==> src/rtl/dm_arb_pkg.sv <==
// dm_arb_pkg: shared FSM state encoding and default sizing for the data-memory arbiter.
`default_nettype none

package dm_arb_pkg;

    localparam int DM_CORES  = 4;
    localparam int DM_ADDR_W = 32;
    localparam int DM_DATA_W = 32;

    localparam logic [1:0] ST_IDLE   = 2'd0;
    localparam logic [1:0] ST_ACCESS = 2'd1;
    localparam logic [1:0] ST_RESP   = 2'd2;

endpackage

`default_nettype wire

==> src/rtl/dm_arbiter_rr_picker.sv <==
// rr_picker: combinational round-robin search starting at last_i+1 modulo N.
`default_nettype none

module rr_picker #(
    parameter int N  = 4,
    parameter int IW = 2
) (
    input  logic [N-1:0]  req_i,
    input  logic [IW-1:0] last_i,
    output logic          found_o,
    output logic [IW-1:0] idx_o
);

    logic [IW-1:0] cand;

    // Walk from the farthest candidate to the nearest so the nearest hit wins.
    always_comb begin
        found_o = 1'b0;
        idx_o   = last_i;
        cand    = '0;
        for (int k = N; k >= 1; k--) begin
            cand = IW'((int'(last_i) + k) % N);
            if (req_i[cand]) begin
                found_o = 1'b1;
                idx_o   = cand;
            end
        end
    end

endmodule

`default_nettype wire

==> src/rtl/dm_arbiter.sv <==
// dm_arbiter: round-robin arbiter sharing one data-memory port among CORES requesters.
// Optional bus lock enabled by defining DM_ARB_LOCK_EN.
`default_nettype none

module dm_arbiter
    import dm_arb_pkg::*;
#(
    parameter int CORES  = DM_CORES,
    parameter int ADDR_W = DM_ADDR_W,
    parameter int DATA_W = DM_DATA_W
) (
    input  logic                       clk,
    input  logic                       reset,
    input  logic [CORES-1:0]           req,
    input  logic [CORES-1:0]           we,
    input  logic [CORES*ADDR_W-1:0]    addr,
    input  logic [CORES*DATA_W-1:0]    wdata,
`ifdef DM_ARB_LOCK_EN
    input  logic [CORES-1:0]           lock,
`endif
    output logic [CORES-1:0]           ack,
    output logic [DATA_W-1:0]          rdata,
    output logic [$clog2(CORES)-1:0]   grant_id,
    output logic                       mem_en,
    output logic                       mem_we,
    output logic [ADDR_W-1:0]          mem_addr,
    output logic [DATA_W-1:0]          mem_wdata,
    input  logic [DATA_W-1:0]          mem_rdata
);

    localparam int IW = $clog2(CORES);

    logic [1:0]        state_q, state_d;
    logic [IW-1:0]     last_q, last_d;
    logic [IW-1:0]     win_q, win_d;
    logic              we_q, we_d;
    logic [ADDR_W-1:0] addr_q, addr_d;
    logic [DATA_W-1:0] wdata_q, wdata_d;

    logic [CORES-1:0]  elig;
    logic              pick_found;
    logic [IW-1:0]     pick_idx;
    logic              sel_we;
    logic [ADDR_W-1:0] sel_addr;
    logic [DATA_W-1:0] sel_wdata;

`ifdef DM_ARB_LOCK_EN
    logic held_q, held_d;

    // While held, only the previous owner (last_q) may win.
    assign elig = held_q ? (req & (CORES'(1) << last_q)) : req;
`else
    assign elig = req;
`endif

    rr_picker #(
        .N  (CORES),
        .IW (IW)
    ) u_picker (
        .req_i   (elig),
        .last_i  (last_q),
        .found_o (pick_found),
        .idx_o   (pick_idx)
    );

    always_comb begin
        sel_we    = 1'b0;
        sel_addr  = '0;
        sel_wdata = '0;
        for (int i = 0; i < CORES; i++) begin
            if (IW'(i) == pick_idx) begin
                sel_we    = we[i];
                sel_addr  = addr[i*ADDR_W +: ADDR_W];
                sel_wdata = wdata[i*DATA_W +: DATA_W];
            end
        end
    end

    always_comb begin
        state_d = state_q;
        last_d  = last_q;
        win_d   = win_q;
        we_d    = we_q;
        addr_d  = addr_q;
        wdata_d = wdata_q;
`ifdef DM_ARB_LOCK_EN
        held_d  = held_q;
`endif
        case (state_q)
            ST_IDLE: begin
                if (pick_found) begin
                    state_d = ST_ACCESS;
                    win_d   = pick_idx;
                    we_d    = sel_we;
                    addr_d  = sel_addr;
                    wdata_d = sel_wdata;
                end
            end
            ST_ACCESS: state_d = ST_RESP;
            ST_RESP: begin
                state_d = ST_IDLE;
                last_d  = win_q;
`ifdef DM_ARB_LOCK_EN
                held_d  = lock[win_q];
`endif
            end
            default: state_d = ST_IDLE;
        endcase
    end

    always_ff @(posedge clk or posedge reset) begin
        if (reset) begin
            state_q <= ST_IDLE;
            last_q  <= IW'(CORES - 1);
            win_q   <= IW'(CORES - 1);
            we_q    <= 1'b0;
            addr_q  <= '0;
            wdata_q <= '0;
`ifdef DM_ARB_LOCK_EN
            held_q  <= 1'b0;
`endif
        end else begin
            state_q <= state_d;
            last_q  <= last_d;
            win_q   <= win_d;
            we_q    <= we_d;
            addr_q  <= addr_d;
            wdata_q <= wdata_d;
`ifdef DM_ARB_LOCK_EN
            held_q  <= held_d;
`endif
        end
    end

    // Outputs decode from registered state only, so reset clears them immediately.
    assign mem_en    = (state_q == ST_ACCESS);
    assign mem_we    = mem_en & we_q;
    assign mem_addr  = mem_en ? addr_q : '0;
    assign mem_wdata = mem_en ? wdata_q : '0;

    assign ack      = (state_q == ST_RESP) ? (CORES'(1) << win_q) : '0;
    assign rdata    = ((state_q == ST_RESP) && !we_q) ? mem_rdata : '0;
    assign grant_id = (state_q == ST_IDLE) ? last_q : win_q;

endmodule

`default_nettype wire

==> config.mk <==
export PLATFORM = sky130hd
export DESIGN_NAME = dm_arbiter
export DESIGN_NICKNAME = d
export VERILOG_FILES = /design/src/rtl/dm_arb_pkg.sv /design/src/rtl/dm_arbiter_rr_picker.sv /design/src/rtl/dm_arbiter.sv
export SDC_FILE = /design/constraint.sdc
export NUM_CORES = 1
export LEC_CHECK = 0
export CAP_MARGIN = 20
export CORE_AREA = 2 2 157 159
export DETAILED_ROUTE_END_ITERATION = 16
export DIE_AREA = 0 0 159 161
export GPL_ROUTABILITY_DRIVEN = 0
export PLACE_DENSITY = 0.62
export SYNTH_ARGS = -nofsm -noshare
export SYNTH_HDL_FRONTEND = slang
export SYNTH_SLANG_ARGS = --single-unit
==> constraint.sdc <==
create_clock -name clk -period 2.6 [get_ports clk]
set_input_delay 0.52 -clock clk [delete_from_list [all_inputs] [get_ports clk]]
set_output_delay 0.52 -clock clk [all_outputs]
set_load 0.02 [all_outputs]
Word level (Yosys, flattened, before mapping)
Cells that the tools add are included.
Storage, ports and cells
  RAM bits: 0
  output and inout bits: 104
  logic and storage cells: 62
  bits in read-only memories: 0
  input port bits: 298
  bits in latches: 0
  memories kept: 0
  register bits after elaboration: 71
Operators by class
  equal/unequal tests: 6
  add/subtract/negate cells: 4
  div/mod/pow operators: 0
  $lt $le $gt $ge: 4
  bitwise logic cells: 1
  reduce and logical (&&, ||, !) cells: 5
  shift operators: 1
  mux-type cells: 35
  $mul: 0
Operators by type and width (count)
  $mux W32: 11
  $lt A2 B3 Y1 const B: 4
  $mux W1: 12
  $mux W2: 6
  $bmux W1 S2: 4
  $add A2 B1 Y2 const B: 2
  $add A2 B2 Y2 const B: 2
  $eq A2 B2 Y1 const A: 2
  $logic_not A2 Y1: 2
  $mux W4: 1
  $pmux W2 S2: 1
  $shl A1 B2 Y4 const A: 1
  $eq A1 B2 Y1 const A: 1
  $eq A2 B1 Y1 const B: 1
  $eq A2 B2 Y1 const B: 1
  $ne A2 B2 Y1 const B: 1
  $reduce_and A2 Y1: 1
  $and A1 B1 Y1: 1
  $logic_and A1 B1 Y1: 1
  $logic_not A1 Y1: 1

Depth between registers and ports, before layout
Gate-level depths: netlist of the first run.
  word-level depth: 12
  gate-level depth with buffers: 8
  depth with buffers taken out: 5

Cells and area by module
A second synthesis of the first run with hierarchy kept.
Unflattened totals
  cells, all modules: 360
  area total of the unflattened synthesis: 4983.5 um^2
By module, submodules not included
  dm_arbiter: sequential area each 1781.7 um^2, area each 4901.0 um^2, cells each 346, instances 1
  rr_picker: sequential area each 0.0 um^2, area each 82.6 um^2, cells each 14, instances 1

Worst setup path before layout of the first run
Ideal clock, no wire load.
  path type: in2reg
  start point: input req[2]
  end point: register addr_q[14]
  setup slack: 0.752 ns
  path buffers: 2
  arrival: 1.704 ns
  stages on the path: 7
  required time: 2.455 ns
  setup time: 0.145 ns
  path through: or2_1 a21o_1 buf_2 clkbuf_1 and3_1 a211oi_2 o31ai_2
On the way
  cells in the longest elaborated chain, start to end: 11
  elaborated cells on any way between the ends: 25
  those cells by class: eq/ne (3); mux (20); reduce/logical (2)
Ends and longest elaborated chain
  from (decl): RTL line dm_arbiter.sv:14  | input logic [CORES-1:0] req,
  $bmux W1 S2: RTL line dm_arbiter_rr_picker.sv:23  | if (req_i[cand]) begin
  $mux W1 (implied by the code): RTL line dm_arbiter_rr_picker.sv:23
  $mux W2 (4 in a row): RTL line dm_arbiter_rr_picker.sv:23
  $logic_not A2 Y1: RTL line dm_arbiter.sv:71  | if (IW'(i) == pick_idx) begin
  $mux W32 (4 in a row): RTL line dm_arbiter.sv:71
  to (signal assigned): RTL line dm_arbiter.sv:127  | addr_q <= addr_d;
  to (decl): RTL line dm_arbiter.sv:37  | logic [ADDR_W-1:0] addr_q, addr_d;
Several ways; a longest one is shown, not always the timed one. The select of a mux whose other input is x is not followed.
A chain may end at the register's enable or synchronous reset.

Final worst setup path of the first run
  start point: register state_q[0]
  end point: output mem_wdata[17]
On the way
  cells in the longest elaborated chain, start to end: 2
Ends and longest elaborated chain
  from (decl): RTL line dm_arbiter.sv:33  | logic [1:0] state_q, state_d;
  from (signal assigned): RTL line dm_arbiter.sv:123  | state_q <= state_d;
  $eq A2 B1 Y1: RTL line dm_arbiter.sv:136  | assign mem_en = (state_q == ST_ACCESS);
  $mux W32: RTL line dm_arbiter.sv:139  | assign mem_wdata = mem_en ? wdata_q : '0;
  to (decl): RTL line dm_arbiter.sv:27  | output logic [DATA_W-1:0] mem_wdata,
Every way passes these cells.

==> metrics, run 1 <==
Syn Nets=906; core area=24000 um2; Synth Area in XOR/XNOR=0; CTS H-Tree Depth=3; Final Hold Viols=0; Mapped Cells=608; Max Clock Skew=0.0152 ns; post-synthesis cell area=5600 um2; total power=10.6 mW; vias per inst=4.77; initial antenna violation count=0; Post-DP HPWL=18.3 mm; CP Capture Type=output pin; Crit path required time=2.08 ns; drt drc=0; largest family of logic cells by synthesized area=compound AO/OA/AOI/OAI gates; largest net degree at the start of global routing=64; fill cell count=2411; DRT antenna net count=0; initial core utilization=0.234; Peak supply drop=0.583 mV; clock sinks=71; Worst setup SP type=register; Syn. warnings=0; Worst Path Max Fanout=36; clk_lat worst skew=0.35 ns; Synth Flop Type=dfrtp_1; cts hold-fix bufs=0; slowest cell on the critical path=clkdlybuf4s50_1; Crit Path Class=reg2out; final worst slack=0.0867 ns; clock buffer depth=2; asr flop ratio synth=1.00; Slew HR=0.637; Final Core Density=0.436; GRT Total Usage=0.183; Synth-to-Final Area Change=86.4%; largest stage delay on the critical path=0.62 ns; first-pass GRT wire length=36.9 mm; top cells by count, synth=97 x and2_1, 74 x nand2_1, 67 x dfrtp_1, 66 x and3_1, 65 x o32ai_1; Place WS=-0.144 ns; Cell Rows=57; post-synth top area share=0.299; postcts setup bufs=0; drt initial violations=375; Detailed Route WL=24.2 mm; Max Clock Freq=398 MHz; adder-cell area share of the yosys netlist=0; FF/Latch Area=1780 um2; max_cap viols=0; Num CTS Buffers=9; Max Slew Vio Count=0; Static Leak=4.34 nW; n_diodes=0; minimum clock period=2.51 ns; Yosys reg bits=71; placed cells=1297; syn avg cell area=9.21 um2; Die Y=161 um; top-count cell post-synth=and2_1; mux contribution to synthesized area=0.00402; Boundary Pins=402; Die Span X=159 um; synth unique cells=35; EDFF count, synth=0; vias in the first global route=6294; Slew @ Worst Pin=0.545 ns; Net count, final=1282; CTS tree=done; Power Density=1020 nW/um2; # setup viols final=0; crit path DAT=1.99 ns; Clock Pin Slew Worst Setup and Hold Paths=0.06 ns; ratio of cells with drive above 1 in the final layout=0.151; sequential fraction of the synthesis area=0.318; worst min path class=reg2reg; vias=6265; status=complete, no violations; post-synthesis compound-gate area fraction=0.367; Port Buffers=401; most area-hungry cell type in the Yosys netlist=dfrtp_1; clk root buf=clkbuf_16; area of the multi-input gates=3500 um2; Synth area leaders=dfrtp_1 30%, and2_1 11%, o32ai_1 10%; Die ar.=25600 um2; GRT overflow=0; fin cells=1313; wire per inst=18.5 um; CP cell instances=nor2b_4 > buf_12 > and2_1 > clkdlybuf4s50_1; Synth Area in Simple Gates=0.247; Pre-antenna DRT Iters=4; Tcrit/Tclk final=0.967
sequential cells by signal (all words and copies together), names as in the netlist:
name,flops
last_q,2
we_q,1
state_q,2
wdata_q,32
addr_q,32
win_q,2
path summary, 6_finish.rpt:
| check | start | cells after the start | slack, ns | to |
|---|---|---|---|---|
| setup / recovery | state_q[0]$_DFFE_PP0P_ | 4 | 0.09 | mem_wdata[17] |
| hold / removal | wdata_q[26]$_DFFE_PP0P_ | 2 | 0.47 | wdata_q[26]$_DFFE_PP0P_ |
| setup reg to reg | last_q[0]$_DFFE_PP1P_ | 6 | 0.35 | wdata_q[31]$_DFFE_PP0P_ |
| hold reg to reg | wdata_q[26]$_DFFE_PP0P_ | 2 | 0.47 | wdata_q[26]$_DFFE_PP0P_ |
| max in group asynchronous | reset | 3 | 1.57 | win_q[0]$_DFFE_PP1P_ |
| min in group asynchronous | reset | 3 | 0.60 | addr_q[0]$_DFFE_PP0P_ |
critical path, delay by kind of cell (launching register included):
| kind | cells | cell delay, ns |
|---|---|---|
| AND/OR/NAND/NOR | 2 | 0.38 |
| buffers and inverters | 2 | 0.84 |
| flip-flops | 1 | 0.42 |
power breakdown:
group / switching [mW] / internal (mW) / total (mW)
Combinational: 4.02 / 3.36 / 7.38
Sequential: 0.338 / 1.72 / 2.05
Clock: 0.502 / 0.669 / 1.17
Total: 4.86 / 5.75 / 10.6
routing by layer:
layer  global-route usage  share of wire  vias to the layer above
li1                     -              -                     3056
met1                0.222           0.42                     2923
met2                0.322           0.49                      268
met3               0.0526          0.076                       18
met4               0.0393          0.013                        0
met5                    0              0                        -
what timing repair did:
item	in CTS	in global routing
hold endpoints to repair	0	0
gates resized for setup	33	12
endpoints found under the setup margin	32	5
cell usage in the layout (no fill, tap or decap), drive strengths merged, types with 32 or more instances in the layout:
master | Yosys | routed
a211oi | 65 | 65
and2 | 97 | 97
and3 | 66 | 66
buf | 34 | 38
clkdlybuf4s50 | 0 | 358
dfrtp | 67 | 67
dlygate4sd2 | 0 | 32
nand2 | 74 | 74
o31ai | 66 | 66
o32ai | 65 | 65
cell type report:
cell class | count | share of cell area
clock inverter | 4 | 0.00216
tap | 324 | 0.0388
clock buffer | 12 | 0.0236
multi-input combinational | 460 | 0.336
timing repair buffer | 439 | 0.428
sequential | 71 | 0.171
inverter | 3 | 0.00120
metrics by stage:
stage | setup TNS, ns | hold WS (ns) | cell area [um2]
floorplan | 0 | 0.440 | 5600
global placement | -0.116 | 0.453 | 10200
detailed placement | -0.144 | 0.459 | 10200
CTS | 0 | 0.471 | 10400
global route | -0.0178 | 0.490 | 10400
finish | 0 | 0.468 | 10400
cell families (layout without fill, tap and decap cells):
kind of cell | count (synthesis) | after routing
AND/OR/NAND/NOR | 252 | 252
buffers and inverters | 77 | 458
multiplexers | 2 | 2
flip-flops | 71 | 71
AO/OA/AOI/OAI | 206 | 206
Power figures use the tool's default switching activity.
==> inputs of run 2 (changes only) <==
--- a/config.mk
+++ b/config.mk
@@ -10,7 +10,7 @@
 export DETAILED_ROUTE_END_ITERATION = 16
 export DIE_AREA = 0 0 159 161
 export GPL_ROUTABILITY_DRIVEN = 0
-export PLACE_DENSITY = 0.62
+export PLACE_DENSITY = 0.6
 export SYNTH_ARGS = -nofsm -noshare
 export SYNTH_HDL_FRONTEND = slang
 export SYNTH_SLANG_ARGS = --single-unit
==> metrics, run 2 (synthesis gave the netlist of run 1 again) <==
Net count, final=1280; total power=10.8 mW; RR Startpoint=last_q[0]$_DFFE_PP1P_; DRT antenna net count=0; # setup viols final=0; Fin Hold WS=0.468 ns; clock buffer depth=2; Synth-to-Final Area Change=87.2%; largest stage delay on the critical path=0.65 ns; Regs by FF count=addr_q x32, wdata_q x32; Crit path required time=2.08 ns; RSZ-0062 raised after global routing=false; Slew HR=0.562; initial core utilization=0.234; clock sinks=71; n_diodes=0; Tcrit/Tclk final=0.960; Final Core Density=0.438; postcts setup bufs=0; Post-DP HPWL=18.7 mm; worst min path class=reg2reg; slowest cell on the critical path=clkdlybuf4s50_1; initial antenna violation count=0; Pre-antenna DRT Iters=8; Slew @ Worst Pin=0.657 ns; cts hold-fix bufs=0; wire per inst=19.0 um; Detailed Route WL=25.0 mm; Static Leak=4.26 nW; Die Span X=159 um; Num CTS Buffers=9; drt drc=0; fin cells=1311; GRT overflow=0; vias in the first global route=6422; Die Y=161 um; CP cell instances=nor2b_4 > buf_12 > and2_1 > clkdlybuf4s50_1; vias=6283; Crit Path Class=reg2out; drt initial violations=343; reg2reg path depth=6; Register-to-Register Setup Slack=0.48 ns; Finished Cell Area=10500 um2; Max Clock Freq=401 MHz; commonest non-fill, non-tap cell in the layout=clkdlybuf4s50_1; clk_lat worst skew=0.34 ns; post-placement cell area=10200 um2; clk root buf=clkbuf_16; Die ar.=25600 um2; minimum clock period=2.50 ns; Boundary Pins=402; Place WS=0.0349 ns; Final Hold Viols=0; CTS tree=done; worst hold path depth=2; Power Density=1030 nW/um2; GRT Total Usage=0.190; vias per inst=4.79; most frequent cells in the layout=362 x clkdlybuf4s50_1, 97 x and2_1, 73 x nand2_1; placed cells=1295; crit path DAT=1.98 ns; first-pass GRT wire length=38.2 mm; post-route setup TNS=0 ns; Worst Path Max Fanout=41; Port Buffers=401; core area=24000 um2; max_cap viols=0; largest net degree at the start of global routing=45; RR Endpoint=wdata_q[17]$_DFFE_PP0P_; CTS H-Tree Depth=3; Clock Pin Slew Worst Setup and Hold Paths=0.06 ns; status=complete, no violations; ratio of cells with drive above 1 in the final layout=0.152; CP Capture Type=output pin; Max Slew Vio Count=0; Worst setup SP type=register; Hold Startpoint=wdata_q[28]$_DFFE_PP0P_; hold endpoint=wdata_q[28]$_DFFE_PP0P_; Peak supply drop=0.470 mV; Cell Rows=57; Max Clock Skew=0.00983 ns; final worst slack=0.104 ns
[run 2: area by class of cell]
class                      instances  area [um2]
clock buffer                      12         267
clock inverter                     4        52.6
fill                            2421       13500
inverter                           3        12.5
multi-input combinational        460        3510
sequential                        71        1780
tap                              324         405
timing repair buffer             437        4460
[run 2: report_power, final]
group	leakage (nW)	total, mW	internal, mW	switching [mW]
Sequential	0.856	2.04	1.72	0.325
Clock	0.147	1.35	0.823	0.530
Combinational	3.26	7.43	3.38	4.05
[run 2: worst max-delay path by stage]
stage / slack [ns] / from / end
after CTS: 0.05 / state_q[1]$_DFFE_PP0P_ / mem_addr[2]
final: 0.10 / state_q[1]$_DFFE_PP0P_ / mem_addr[2]
after global placement: 0.08 / req[3] / addr_q[3]$_DFFE_PP0P_
after global routing: 0.003 / state_q[1]$_DFFE_PP0P_ / mem_addr[2]
after floorplan: 0.29 / reset / addr_q[0]$_DFFE_PP0P_
after detailed placement: 0.03 / req[3] / addr_q[3]$_DFFE_PP0P_
[run 2: per-layer routing]
layer | track usage | share of wire | vias up
met3 | 0.0493 | 0.071 | 17
met2 | 0.337 | 0.49 | 276
met5 | 0 | 0 | -
met1 | 0.234 | 0.43 | 2925
li1 | - | - | 3065
met4 | 0.0347 | 0.0098 | 0
[run 2: critical path, delay by kind of cell, from the launching register on]
| kind | cells | cell delay [ns] |
|---|---|---|
| buffers and inverters | 2 | 0.87 |
| flip-flops | 1 | 0.44 |
| AND/OR/NAND/NOR | 2 | 0.32 |
[run 2: what timing repair did]
item / in CTS / in global routing
endpoints found under the setup margin: 37 / 5
hold endpoints to repair: 0 / 0
pin swaps: 0 / 0
gates resized for setup: 37 / 5
